==> config.mk <==
export PLATFORM = sky130hd
export DESIGN_NAME = sync_fifo_ctrl
export DESIGN_NICKNAME = d
export VERILOG_FILES = /design/src/rtl/sync_fifo_ctrl.sv
export SDC_FILE = /design/constraint.sdc
export NUM_CORES = 1
export LEC_CHECK = 0
export ABC_CLOCK_PERIOD_IN_PS = 4970
export CAP_MARGIN = 5
export CORE_UTILIZATION = 35
export DETAILED_ROUTE_END_ITERATION = 8
export PLACE_DENSITY = 0.5
export SLEW_MARGIN = 20
export SYNTH_ARGS = -nofsm -noshare
export SYNTH_HDL_FRONTEND = slang
export SYNTH_SLANG_ARGS = --single-unit
export TNS_END_PERCENT = 20
==> constraint.sdc <==
create_clock -name clk -period 4.97 [get_ports clk]
set_input_delay 0.994 -clock clk [delete_from_list [all_inputs] [get_ports clk]]
set_output_delay 0.994 -clock clk [all_outputs]
set_load 0.02 [all_outputs]
==> src/rtl/sync_fifo_ctrl.sv <==
// Single-clock FIFO with occupancy count, almost-full/empty thresholds and sticky error flags.
// Define FIFO_FWFT_EN for first-word-fall-through output; default is registered-read mode.
module sync_fifo_ctrl #(
    parameter int DATA_WIDTH = 32,
    parameter int ADDR_WIDTH = 4,
    parameter int AF_TH      = 14,
    parameter int AE_TH      = 2
) (
    input  logic                  clk,
    input  logic                  rst,
    input  logic                  wr_req,
    input  logic [DATA_WIDTH-1:0] data_in,
    input  logic                  rd_req,
    input  logic                  clr_err,
    output logic [DATA_WIDTH-1:0] data_out,
    output logic                  rd_valid,
    output logic                  fifo_full,
    output logic                  fifo_empty,
    output logic                  almost_full,
    output logic                  almost_empty,
    output logic [ADDR_WIDTH:0]   fill_count,
    output logic                  overflow,
    output logic                  underflow
);

    localparam int DEPTH = 2 ** ADDR_WIDTH;
    localparam logic [ADDR_WIDTH:0] AF_TH_C = AF_TH[ADDR_WIDTH:0];
    localparam logic [ADDR_WIDTH:0] AE_TH_C = AE_TH[ADDR_WIDTH:0];

    if (!((AE_TH < AF_TH) && (AF_TH <= DEPTH))) begin : g_bad_cfg
        $error("sync_fifo_ctrl: thresholds must satisfy AE_TH < AF_TH <= DEPTH");
    end

    logic [DATA_WIDTH-1:0] mem_q [DEPTH];

    logic [ADDR_WIDTH:0]   wr_ptr_q, wr_ptr_d;
    logic [ADDR_WIDTH:0]   rd_ptr_q, rd_ptr_d;
    logic                  overflow_q, overflow_d;
    logic                  underflow_q, underflow_d;

    logic [ADDR_WIDTH-1:0] wr_idx;
    logic [ADDR_WIDTH-1:0] rd_idx;
    logic                  full;
    logic                  empty;
    logic                  wr_acc;
    logic                  rd_acc;
    logic [ADDR_WIDTH:0]   count;

    assign wr_idx = wr_ptr_q[ADDR_WIDTH-1:0];
    assign rd_idx = rd_ptr_q[ADDR_WIDTH-1:0];

    // Status is decoded purely from registered pointers, so it only moves on edges.
    assign full  = (wr_ptr_q[ADDR_WIDTH] != rd_ptr_q[ADDR_WIDTH]) && (wr_idx == rd_idx);
    assign empty = (wr_ptr_q == rd_ptr_q);
    assign count = wr_ptr_q - rd_ptr_q;

    assign wr_acc = wr_req && !full;
    assign rd_acc = rd_req && !empty;

    always_comb begin
        wr_ptr_d    = wr_ptr_q;
        rd_ptr_d    = rd_ptr_q;
        overflow_d  = overflow_q;
        underflow_d = underflow_q;
        if (wr_acc) begin
            wr_ptr_d = wr_ptr_q + 1'b1;
        end
        if (rd_acc) begin
            rd_ptr_d = rd_ptr_q + 1'b1;
        end
        // A new error event in the same cycle takes priority over the clear.
        if (clr_err) begin
            overflow_d  = 1'b0;
            underflow_d = 1'b0;
        end
        if (wr_req && full) begin
            overflow_d = 1'b1;
        end
        if (rd_req && empty) begin
            underflow_d = 1'b1;
        end
    end

    always_ff @(posedge clk or posedge rst) begin
        if (rst) begin
            wr_ptr_q    <= '0;
            rd_ptr_q    <= '0;
            overflow_q  <= 1'b0;
            underflow_q <= 1'b0;
        end else begin
            wr_ptr_q    <= wr_ptr_d;
            rd_ptr_q    <= rd_ptr_d;
            overflow_q  <= overflow_d;
            underflow_q <= underflow_d;
        end
    end

    always_ff @(posedge clk) begin
        if (wr_acc) begin
            mem_q[wr_idx] <= data_in;
        end
    end

`ifdef FIFO_FWFT_EN
    // Head of queue is presented combinationally from the array; rd_req acts as a pop.
    assign data_out = empty ? '0 : mem_q[rd_idx];
    assign rd_valid = !empty;
`else
    logic [DATA_WIDTH-1:0] data_out_q;
    logic                  rd_valid_q;

    always_ff @(posedge clk or posedge rst) begin
        if (rst) begin
            data_out_q <= '0;
            rd_valid_q <= 1'b0;
        end else begin
            rd_valid_q <= rd_acc;
            if (rd_acc) begin
                data_out_q <= mem_q[rd_idx];
            end
        end
    end

    assign data_out = data_out_q;
    assign rd_valid = rd_valid_q;
`endif

    assign fifo_full    = full;
    assign fifo_empty   = empty;
    assign fill_count   = count;
    assign almost_full  = (count >= AF_TH_C);
    assign almost_empty = (count <= AE_TH_C);
    assign overflow     = overflow_q;
    assign underflow    = underflow_q;

endmodule

==> reports/metrics.cfg <==
[run]
max_cap_violations = 0

[synth]
synth_area_mm2 = 0.0214
async_flop_share = 0.0808
synth_top_area_frac = 0.719
syn_nets = 1136
synthTopCellsByCount = edfxtp_1, mux2i_1, mux4_2, o22ai_1
ys_warn_count = 0
ys_seq_elements = 557
yosys.area.top_type = edfxtp_1
synth.avg_cell_area_um2 = 19.6
synth_edf_count = 512
ys_top_cells_by_area = edfxtp_1, mux4_2, mux2i_1
synth.most_common_cell = edfxtp_1
synth-main-ff-cell = edfxtp_1
synth_seq_area_share = 0.772
ys_types = 36
netlist_instances = 1089

[worst_setup_path]
cp-end-kind = output pin
reg2reg_from = rd_ptr_q[2]
crit_fanout = 37
start_kind = register
cp.required_ps = 3980
worstSetupPathType = register to output pin
startpoint = rd_ptr_q[2]
cp.arrival_ps = 3370

[power_and_ir_drop]
p_per_area_mw_per_mm2 = 598
seqPwrFrac = 0.404
worst_ir_drop_vdd_mv = 0.592
p_int_uw = 10400
p_sw_frac = 0.309
leakagePower_uw = 0.00841
power_switching_uw = 4670
p_clk_frac = 0.296
power.share.combinational = 0.301

[timing]
setup_viol = 0
finalMaxSlewViolations = 0
timing.fmax_mhz = 229
worst_pin_slew_ps = 1030
slew_headroom = 0.312
rsz0062_at_grt = no
finalCriticalPeriod_ps = 4360
worst_clock_skew_ps = 17.3
hold_violations = 0
setup_tns_ps = 0
fin_crit_sh = 0.878

[clock_tree]
cts_tree = done
h-tree-depth = 2
ctsResizeCount = 0
cts.sinks = 557
clk_latency_ps = 610
cts_buffers = 57
postCtsHoldBufs = 0
clock-root-buffer = clkbuf_16
clockBufferDepth = 3
cts_setup_buffers = 0
path_clk_slew_ps = 60

[floorplan]
start_util = 0.354
dieArea_mm2 = 0.0621
core_mm2 = 0.0604
io_pins = 81
fp.dieH_um = 249
rows = 90
die_w_um = 249

[run_status]
status = finished clean

[place]
gp_congestion = 0.730
hpwl_um = 28200
dp_cells = 1926
port_buffers = 80

[drt]
vias = 10490
avgViaCountPerCell = 5.16
wl_per_cell_um = 24.6
drtIter0Drc = 681
wl_um = 50000
ant_nets = 0
route.detailed.drc = 0
drtPass1Iterations = 5

[worst_hold_path]
hold_start = data_out[25]
hold_path.class = register to register

[final_layout]
drive_above_1_share = 0.196
antenna_cells = 0
fin_nets = 1250
area_growth_pct = 18.2
stdcell_count = 2034

[global_routing]
gr-total-overflow = 0
grt_usage = 0.163
antenna_found_initial = 0
grt_start_max_net_pins = 107
grt_pass1_vias = 10936
grt_pass1_wl_um = 74500

per-stage QoR:
stage	hold WS (ps)	instance area, µm²	utilization	setup WS, ps	power [µW]
after global routing	568	25300	0.419	437	15800
after CTS	539	25300	0.419	544	15300
after detailed placement	525	23300	0.386	1210	10800
after floorplan	501	21400	-	54.5	9140
after global placement	516	23300	0.386	1280	10800
final	527	25300	0.419	608	15100
cell families after synthesis:
| group | after synthesis | synth area share |
|---|---|---|
| AO/OA/AOI/OAI | 141 | 0.0414 |
| AND/OR/NAND/NOR | 74 | 0.0153 |
| XOR/XNOR | 12 | 0.00492 |
| buffers and inverters | 71 | 0.0163 |
| adder cells (fa/ha/maj) | 10 | 0.00620 |
| multiplexers | 224 | 0.144 |
| flip-flops | 557 | 0.772 |
worst paths after layout:
| check | endpoint | slack (ps) | cells after the start |
|---|---|---|---|
| max | almost_empty | 610 | 7 |
| min | data_out[25] | 530 | 2 |
| max reg2reg | mem_q[8][21] | 1380 | 8 |
| min reg2reg | data_out[25] | 530 | 2 |
| max in group asynchronous | rd_ptr_q[0] | 3290 | 3 |
| min in group asynchronous | data_out[1] | 690 | 2 |
worst max-delay path, cell delays in order (launching register included):
cell and delay (ps):
dfrtp_4 870, inv_1 110, ha_1 370, a21o_1 180, a21oi_1 170, xnor2_1 130, a211oi_1 270, clkdlybuf4s50_1 650
sequential cells by signal (all words and copies together) (netlist names):
register,flops
mem_q,512
data_out,32
rd_ptr_q,5
wr_ptr_q,5
overflow,1
rd_valid,1
underflow,1
cell usage in the layout (no fill, tap or decap), drive strengths merged, types with 2 or more instances in the layout:
cell / instances
a211oi: 33
a21boi: 2
a21o: 2
a21oi: 33
buf: 35
bufinv: 9
clkbuf: 70
clkdlybuf4s50: 80
clkinv: 26
clkinvlp: 2
dfrtp: 45
edfxtp: 512
ha: 9
inv: 12
mux2: 32
mux2i: 128
mux4: 64
nand2: 10
nand2b: 2
nand3b: 2
nand4: 5
nor2: 45
nor3: 4
o21ai: 5
o22ai: 64
xnor2: 9
xor2: 3
power by group through the flow:
| stage | combinational, µW | sequential [µW] | clock, µW |
|---|---|---|---|
| after global placement | 4610 | 6190 | 0 |
| after CTS | 4630 | 6120 | 4580 |
| after detailed placement | 4610 | 6210 | 0 |
| after global routing | 4900 | 6170 | 4750 |
| after floorplan | 2970 | 6170 | 0 |
| final | 4550 | 6100 | 4470 |
layer usage:
layer | global-route usage | wire [µm] | vias to the layer above
met2 | 0.262 | 23700 | 202
met4 | 0.0367 | 800 | 0
li1 | - | - | 4652
met1 | 0.229 | 23600 | 5567
met5 | 0 | 0 | -
met3 | 0.0308 | 1980 | 69
layout make-up:
| type | count | area (µm²) |
|---|---|---|
| Fill cell | 5351 | 35100 |
| Sequential cell | 557 | 16500 |
| Multi-Input combinational cell | 461 | 4650 |
| Clock buffer | 70 | 1570 |
| Timing Repair Buffer | 115 | 1100 |
| Tap cell | 782 | 978 |
| Clock inverter | 38 | 414 |
| Inverter | 11 | 41.3 |
No activity file was read; power rests on OpenSTA's default activity.
